[config.mk]
export PLATFORM = sky130hd
export DESIGN_NAME = move_input_ctrl
export DESIGN_NICKNAME = d
export VERILOG_FILES = /design/src/rtl/move_input_ctrl.sv
export SDC_FILE = /design/constraint.sdc
export NUM_CORES = 1
export LEC_CHECK = 0
export CORE_MARGIN = 2
export CORE_UTILIZATION = 53
export CTS_CLUSTER_DIAMETER = 40
export DETAILED_ROUTE_END_ITERATION = 10
export GPL_ROUTABILITY_DRIVEN = 0
export HOLD_SLACK_MARGIN = 0.03
export PLACE_DENSITY = 0.77
export REMOVE_ABC_BUFFERS = 1
export SLEW_MARGIN = 40
export SYNTH_ARGS = -nofsm -noshare
export SYNTH_HDL_FRONTEND = slang
export SYNTH_SLANG_ARGS = --single-unit
[constraint.sdc]
create_clock -name clk -period 2.2 [get_ports clk]
set_clock_uncertainty 0.05 [all_clocks]
set_input_delay 0.22 -clock clk [delete_from_list [all_inputs] [get_ports clk]]
set_output_delay 0.22 -clock clk [all_outputs]
set_load 0.01 [all_outputs]
[src/rtl/move_input_ctrl.sv]
// Button front end: two-flop sync, per-channel debounce, press detection with
// lowest-index priority, optional auto-repeat, and a small command FIFO with drop accounting.
module move_input_ctrl #(
  parameter int N_BTNS          = 5,
  parameter int CODE_W          = 3,
  parameter int DEBOUNCE_CYCLES = 20,
  parameter int QDEPTH          = 4,
  parameter int REPEAT_DELAY    = 200,
  parameter int REPEAT_PERIOD   = 60
) (
  input  logic              clk,
  input  logic              rst,
  input  logic [N_BTNS-1:0] btn,
  input  logic              repeat_en,
  output logic              cmd_valid,
  input  logic              cmd_ready,
  output logic [CODE_W-1:0] cmd_code,
  output logic [N_BTNS-1:0] btn_level,
  output logic              drop_pulse,
  output logic [7:0]        drop_count
);

  localparam int DB_W  = $clog2(DEBOUNCE_CYCLES);
  localparam int T_MAX = (REPEAT_DELAY > REPEAT_PERIOD) ? REPEAT_DELAY : REPEAT_PERIOD;
  localparam int TM_W  = $clog2(T_MAX);
  localparam int PTR_W = $clog2(QDEPTH);
  localparam int CNT_W = PTR_W + 1;

  typedef enum logic [1:0] {S_IDLE, S_DELAY, S_REPEAT} state_t;

  logic [N_BTNS-1:0] r_sync1, r_sync2, r_level, r_level_d;
  logic [DB_W-1:0]   r_db_cnt [N_BTNS];

  // NOTE: sequential state uses <= so every flop samples pre-edge values regardless of statement order.
  always_ff @(posedge clk) begin
    if (!rst) begin
      r_sync1   <= '0;
      r_sync2   <= '0;
      r_level   <= '0;
      r_level_d <= '0;
      for (int i = 0; i < N_BTNS; i++) r_db_cnt[i] <= '0;
    end else begin
      r_sync1   <= btn;
      r_sync2   <= r_sync1;
      r_level_d <= r_level;
      for (int i = 0; i < N_BTNS; i++) begin
        if (r_sync2[i] == r_level[i]) begin
          r_db_cnt[i] <= '0;
        end else if (r_db_cnt[i] == DB_W'(DEBOUNCE_CYCLES - 1)) begin
          r_db_cnt[i] <= '0;
          r_level[i]  <= ~r_level[i];
        end else begin
          r_db_cnt[i] <= r_db_cnt[i] + DB_W'(1);
        end
      end
    end
  end

  assign btn_level = r_level;

  logic [N_BTNS-1:0] w_press;
  logic              w_press_any;
  logic [CODE_W-1:0] w_press_code;

  assign w_press = r_level & ~r_level_d;

  // NOTE: every always_comb output gets a default first, otherwise a missed branch infers a latch.
  always_comb begin
    w_press_any  = 1'b0;
    w_press_code = '0;
    for (int i = N_BTNS - 1; i >= 0; i--) begin
      if (w_press[i]) begin
        w_press_any  = 1'b1;
        w_press_code = CODE_W'(i);
      end
    end
  end

  state_t            r_state, w_state_next;
  logic [TM_W-1:0]   r_timer, w_timer_next;
  logic [CODE_W-1:0] r_active, w_active_next;
  logic              w_active_level, w_rep_event;

  always_comb begin
    w_active_level = 1'b0;
    for (int i = 0; i < N_BTNS; i++)
      if (r_active == CODE_W'(i)) w_active_level = r_level[i];
  end

  always_comb begin
    w_state_next  = r_state;
    w_timer_next  = r_timer;
    w_active_next = r_active;
    w_rep_event   = 1'b0;
    if (w_press_any && repeat_en) begin
      w_state_next  = S_DELAY;
      w_active_next = w_press_code;
      w_timer_next  = '0;
    end else begin
      unique case (r_state)
        S_IDLE: ;
        S_DELAY: begin
          if (!w_active_level || !repeat_en) begin
            w_state_next = S_IDLE;
            w_timer_next = '0;
          end else if (r_timer == TM_W'(REPEAT_DELAY - 1)) begin
            w_rep_event  = 1'b1;
            w_state_next = S_REPEAT;
            w_timer_next = '0;
          end else begin
            w_timer_next = r_timer + TM_W'(1);
          end
        end
        S_REPEAT: begin
          if (!w_active_level || !repeat_en) begin
            w_state_next = S_IDLE;
            w_timer_next = '0;
          end else if (r_timer == TM_W'(REPEAT_PERIOD - 1)) begin
            w_rep_event  = 1'b1;
            w_timer_next = '0;
          end else begin
            w_timer_next = r_timer + TM_W'(1);
          end
        end
        default: w_state_next = S_IDLE;
      endcase
    end
  end

  always_ff @(posedge clk) begin
    if (!rst) begin
      r_state  <= S_IDLE;
      r_timer  <= '0;
      r_active <= '0;
    end else begin
      r_state  <= w_state_next;
      r_timer  <= w_timer_next;
      r_active <= w_active_next;
    end
  end

  // Presses outrank repeats; a suppressed repeat is simply not generated.
  logic              w_push, w_pop, w_full, w_wr_en, w_drop;
  logic [CODE_W-1:0] w_push_code, w_code_next;
  logic [CODE_W-1:0] r_mem [QDEPTH];
  logic [PTR_W-1:0]  r_wr_ptr, r_rd_ptr, w_rd_ptr_next;
  logic [CNT_W-1:0]  r_count, w_count_next;
  logic [CODE_W-1:0] r_cmd_code;
  logic              r_drop_pulse;
  logic [7:0]        r_drop_count;

  assign w_push      = w_press_any | w_rep_event;
  assign w_push_code = w_press_any ? w_press_code : r_active;
  assign cmd_valid   = (r_count != '0);
  assign w_pop       = cmd_valid & cmd_ready;
  assign w_full      = (r_count == CNT_W'(QDEPTH));
  assign w_wr_en     = w_push & (~w_full | w_pop);
  assign w_drop      = w_push & w_full & ~w_pop;
  assign w_rd_ptr_next = w_pop ? r_rd_ptr + PTR_W'(1) : r_rd_ptr;

  always_comb begin
    w_count_next = r_count;
    if (w_wr_en && !w_pop)      w_count_next = r_count + CNT_W'(1);
    else if (!w_wr_en && w_pop) w_count_next = r_count - CNT_W'(1);
    // Head after the edge is the incoming entry when the queue would otherwise be empty.
    if (w_count_next == '0)
      w_code_next = '0;
    else if (r_count == '0 || (w_pop && r_count == CNT_W'(1)))
      w_code_next = w_push_code;
    else
      w_code_next = r_mem[w_rd_ptr_next];
  end

  // NOTE: queue storage is not reset; occupancy and the registered head carry all visible state.
  always_ff @(posedge clk) begin
    if (w_wr_en) r_mem[r_wr_ptr] <= w_push_code;
  end

  always_ff @(posedge clk) begin
    if (!rst) begin
      r_wr_ptr     <= '0;
      r_rd_ptr     <= '0;
      r_count      <= '0;
      r_cmd_code   <= '0;
      r_drop_pulse <= 1'b0;
      r_drop_count <= '0;
    end else begin
      if (w_wr_en) r_wr_ptr <= r_wr_ptr + PTR_W'(1);
      r_rd_ptr     <= w_rd_ptr_next;
      r_count      <= w_count_next;
      r_cmd_code   <= w_code_next;
      r_drop_pulse <= w_drop;
      if (w_drop && r_drop_count != 8'hFF) r_drop_count <= r_drop_count + 8'd1;
    end
  end

  assign cmd_code   = r_cmd_code;
  assign drop_pulse = r_drop_pulse;
  assign drop_count = r_drop_count;

endmodule
### Yosys cells after proc, flatten, opt, wreduce, memory -nomap -nowiden

Memories as Yosys holds them, arrays and structs flattened.
Cells that the tools add are included.
W data, S select, Z words.

* add/subtract/negate cells: 11
* equal/unequal tests: 26
* muxes and demuxes: 109
* bitwise operators: 37
* reduce and logical (&&, ||, !) cells: 26

Operator list (number)
* $mux W5: 15
* $mux W1: 74
* $mux W8: 4
* $mux W3: 9
* $add A5 B1 Y5 const B: 5
* $eq A5 B5 Y1 const B: 5
* $or A1 B1 Y1: 17
* $add A8 B1 Y8 const B: 2
* $pmux W8 S2: 1
* $not A1 Y1: 14
* $reduce_and A2 Y1: 5
* $logic_not A3 Y1: 3
* $eq A8 B6 Y1 const B: 1
* $eq A8 B8 Y1 const B: 1
* $mux W2: 4
* $ne A8 B8 Y1 const B: 1
* $eq A3 B1 Y1 const B: 2
* $eq A3 B2 Y1 const B: 2
* $eq A3 B3 Y1 const B: 2
* $ne A3 B3 Y1 const B: 2
* $pmux W2 S3: 1
* $reduce_and A3 Y1: 2
* $and A5 B5 Y5: 1
* $eq A1 B1 Y1: 5
* other kinds (17): 31

* register bits: 52
* memory bits (writable): 37
* input port bits: 9
* output and inout port bits: 18
* logic and storage cells: 229
* memories: 2

Memories
* r_db_cnt: words 5, bits a word 5, rd ports 5, clocked after memory_dff 0, wr ports 5, RTL line 32 `logic [DB_W-1:0] r_db_cnt [N_BTNS];`
* r_mem: words 4, bits a word 3, rd ports 1, clocked after memory_dff 0, wr ports 1, RTL line 145 `logic [CODE_W-1:0] r_mem [QDEPTH];`

### Logic depth before layout (Yosys ltp)

* depth after elaboration: 19
* mapped depth: 8
* depth with buffers taken out: 8

### Worst setup path after synthesis

No wires, ideal clock.

* path kind: reg-to-reg
* from: register r_count[0]
* to: register r_cmd_code[1] (netlist: cmd_code[1])
* setup time: 0.134 ns
* arrival: 1.993 ns
* data required time: 2.016 ns
* path slack: 0.023 ns
* cell stages (with the launch flop): 9
* path buffers: 0
* clock period less this slack: 2.177 ns
* path through: dfxtp_1 > inv_1 > ha_1 > nand2b_1 > and2_1 > xnor2_2 > mux4_2 > mux2i_1 > a311oi_1

* word-level cells in the longest chain between the ends: 10

RTL lines
* start: declaration: RTL line 147 `logic [CNT_W-1:0] r_count, w_count_next;`
* start signal: assignment: RTL line 190 `r_count <= w_count_next;`
* $reduce_bool A3 Y1 *: RTL line 154 `assign cmd_valid = (r_count != '0);`
* net cmd_valid: RTL line 15 `output logic cmd_valid,`
* $and A1 B1 Y1 *: RTL line 155 `assign w_pop = cmd_valid & cmd_ready;`
* $or A1 B1 Y1: RTL line 157 `assign w_wr_en = w_push & (~w_full | w_pop);`
* $and A1 B1 Y1: RTL line 157
* $logic_not A1 Y1: RTL line 164 `else if (!w_wr_en && w_pop) w_count_next = r_count - CNT_W'(1);`
* $logic_and A1 B1 Y1: RTL line 164
* $mux W3: RTL line 164
* $mux W3: RTL line 163 `if (w_wr_en && !w_pop) w_count_next = r_count + CNT_W'(1);`
* $logic_not A3 Y1: RTL line 166 `if (w_count_next == '0)`
* $reduce_or A2 Y1 (no line)
* end signal: assignment: RTL line 191 `r_cmd_code <= w_code_next;`
* end: declaration: RTL line 148 `logic [CODE_W-1:0] r_cmd_code;`

Mark *: on every way through the listed nets, which the timed path passes. The rest lies on a longest branch.
A chain may end at the register's enable or synchronous reset.

### Worst setup path after layout

* from: register r_state[0]
* to: register r_cmd_code[1] (netlist: cmd_code[1])

* word-level cells in the longest chain between the ends: 11

RTL lines
* start: declaration: RTL line 79 `state_t r_state, w_state_next;`
* start signal: assignment: RTL line 136 `r_state <= w_state_next;`
* $eq A2 B2 Y1 / $eq A2 B1 Y1 (equally long branches): RTL line 100 `unique case (r_state)`
* $pmux W1 S2 *: RTL line 100
* $mux W1 *: RTL line 95 `if (w_press_any && repeat_en) begin`
* $or A1 B1 Y1 *: RTL line 152 `assign w_push = w_press_any | w_rep_event;`
* $and A1 B1 Y1 *: RTL line 157
* $logic_not A1 Y1: RTL line 164
* $logic_and A1 B1 Y1: RTL line 164
* $mux W3: RTL line 164
* $mux W3 *: RTL line 163
* $logic_not A3 Y1 *: RTL line 166
* $reduce_or A2 Y1 (no line) *

Every way passes the cells marked *; elsewhere a longest branch is shown, timed or not.

==> out/summary.txt <==
Slew headroom -> 0.674
Mapped Area -> 0.00423 mm2
Critical Path AT -> 2.35 ns
XOR/XNOR share of the synthesized area -> 0.0639
Synth Flop Type -> dfxtp_1
Total power -> 3.74 mW
Post-synth EDFFs -> 37
Overall routed net length -> 7810 um
Compound-Gate Fraction of Synth Area -> 0.0849
TritonRoute pass-1 iters -> 4
Core Rows -> 32
Min-Delay Path Class -> flip-flop to flip-flop
Port bufs -> 26
Commonest non-fill, non-tap cell in the layout -> nor2_1
Vias -> 3053
Final setup violation count -> 0
Most frequent cells in the layout -> nor2_1 (60), dfxtp_1 (45), edfxtp_1 (37)
Nets@finish -> 507
ANT nets after route -> 0
IO Pins -> 27
CP max-delay cell -> a311oi_1
Multiplexer area fraction after synthesis -> 0.0589
Layout overhead on the synthesized area -> 22.4%
Max Cap Viol -> 0
DP Worst Slack -> -0.0388 ns
Yosys cell types -> 50
Worst skew pair latency -> 0.35 ns
Hold-fix buffers, CTS -> 0
Dpl cells -> 562
Root buffer cell -> clkbuf_8
Crit path kind -> flip-flop to flip-flop
Max Slew Vio Count -> 0
Starting DRT DRC Count -> 139
CTS H-tree lvls -> 3
Cts bufs inserted -> 9
Startpoint Class -> flip-flop
Peak supply drop -> 0.000507 V
Max Root-Sink Buffers -> 2
Worst Path Buf+Inv -> 1
CP Capture Type -> flip-flop
Pleak -> 2.10 nW
CTS tree -> yes
Largest net degree at the start of global routing -> 34
Max Fclk -> 463 MHz
Simple-gate share of the synthesized area -> 0.208
Clk sink count -> 89
Post-synth ARST share -> 0
Initial Util -> 0.547
Fillers -> 618
Syn Area/Cell -> 10.7 um2
Fin cells -> 587
Combinational family with the most area after synthesis -> simple AND/OR/NAND/NOR gates
Post-Route Utilization -> 0.670
Vias/cell -> 5.20
Gate Count Post-Synth -> 397
First-pass GRT wire length -> 13000 um
Worst Tran Pin Value -> 0.485 ns
CP delay by family, top -> compound AO/OA/AOI/OAI gates
Hold Slack -> 0.388 ns
Critical path required time -> 2.39 ns
Worst-path maximum fanout -> 7
Wirelength per Cell -> 13.3 um
Share of cells above drive strength 1 -> 0.144
Final Hold Fails -> 0
Total Routing Usage GR -> 0.188
Post-synthesis adder-cell area fraction -> 0.0533
N_diodes -> 0
Post-route clock period utilization -> 0.983
Reg clk slew, reported paths -> 0.08 ns
Core Region -> 0.00773 mm2
Die ar. -> 0.00871 mm2
Die width -> 93.3 um
GRT Residual Overflow -> 0
Final worst setup slack -> 0.0380 ns
DIE HEIGHT -> 93.3 um
Vias in the first global route -> 2979
Largest stage delay, worst path -> 0.36 ns
Pwr Density -> 722 mW/mm2
Status -> complete, no violations
Placed wire-length estimate -> 5520 um
RSZ-0062 raised after global routing -> yes
Fin crit period -> 2.16 ns
Crit-path cells -> inv_1 -> ha_1 -> nand4bb_1 -> nor3_2 -> o2111ai_4 -> a21boi_2 -> o211ai_1 -> a311oi_1
Initial antenna violation count -> 0
Post-synthesis sequential area ratio -> 0.509
Ys Warns -> 0
#FFs+latches synth -> 89
# DRC -> 0
==> what timing repair did <==
| action | CTS | global route |
|---|---|---|
| resized for setup | 1 | 22 |
| pin swaps | 1 | 9 |
| setup buffers | 2 | 7 |
| setup endpoints to repair | 10 | 25 |
==> cells in the mapped netlist, drive strengths merged (3+ instances only) <==
master	n	share of area
nor2	61	0.055
dfxtp	52	0.25
edfxtp	37	0.26
nand3	25	0.030
and2	20	0.030
xor2	20	0.041
ha	18	0.053
inv	18	0.016
mux2i	17	0.040
nand2	17	0.015
nand2b	17	0.025
xnor2	10	0.022
a21oi	9	0.012
nand4	8	0.012
clkbuf	6	0.0053
o21ai	6	0.0071
a211oi	5	0.012
o211ai	5	0.0089
and3	4	0.0059
nor3	4	0.0059
a21o	3	0.0053
a311oi	3	0.0062
mux4	3	0.016
nand4bb	3	0.0080
nor2b	3	0.0044
==> per-layer routing <==
metal  vias up  global-route usage  share of wire
met4         0              0.0699          0.018
met2        47               0.315           0.49
li1       1547                   -              -
met1      1446               0.237           0.46
met3        13              0.0435          0.028
met5         -                   0              0
==> cell type report <==
class | count | area (um2) | area share
multi-input combinational | 308 | 2150 | 0.415
timing repair buffer | 54 | 478 | 0.0924
clock inverter | 4 | 50.0 | 0.00967
clock buffer | 12 | 145 | 0.0280
sequential | 89 | 2160 | 0.418
tap | 102 | 128 | 0.0247
inverter | 18 | 67.6 | 0.0131
==> worst reg2reg max path: cells and delay by family, from the launching register on <==
family | cells | cell delay, ns
simple gates | 2 | 0.35
compound gates | 4 | 1.02
flops | 1 | 0.35
fa+ha+maj | 1 | 0.19
buf+inv | 1 | 0.09
==> state kept, by name, indices dropped and copies added, names as in the netlist <==
signal / flops
r_sync2: 5
r_level_d: 5
r_db_cnt: 25
btn_level: 5
cmd_code: 3
r_sync1: 5
drop_pulse: 1
r_wr_ptr: 2
r_mem: 12
drop_count: 8
r_timer: 8
r_rd_ptr: 2
r_state: 2
r_count: 3
r_active: 3
==> final timing paths <==
path	to	cells past startpoint	from	slack (ns)
setup / recovery	cmd_code[1]$_SDFF_PP0_	8	r_state[0]$_SDFFE_PN0P_	0.04
hold / removal	r_sync2[0]$_SDFF_PN0_	1	r_sync1[0]$_SDFF_PN0_	0.39
hold reg to reg	r_sync2[0]$_SDFF_PN0_	1	r_sync1[0]$_SDFF_PN0_	0.39
setup reg to reg	cmd_code[1]$_SDFF_PP0_	8	r_state[0]$_SDFFE_PN0P_	0.04
==> through the flow <==
| stage | TNS, ns | area (um2) |
|---|---|---|
| 6_report | 0 | 5170 |
| 5_1_grt | -0.310 | 5170 |
| 4_1_cts | 0 | 5040 |
| 3_5_place_dp | -0.0825 | 4830 |
| 3_3_place_gp | 0 | 4830 |
| 2_1_floorplan | 0 | 4300 |
==> cells by family (layout without fill, tap and decap cells) <==
group,after synthesis,in the layout
compound gates,45,45
xor+xnor,30,30
fa+ha+maj,18,18
buf+inv,24,88
flops,89,89
mux,21,21
other cells,1,25
simple gates,169,169
==> power breakdown <==
| part | internal, mW | total, mW | switching [mW] |
|---|---|---|---|
| clock network | 0.561 | 1.12 | 0.560 |
| logic | 0.405 | 0.768 | 0.364 |
| registers | 1.79 | 1.85 | 0.0568 |
| total | 2.76 | 3.74 | 0.980 |
No activity file was read; power rests on OpenSTA's default activity.
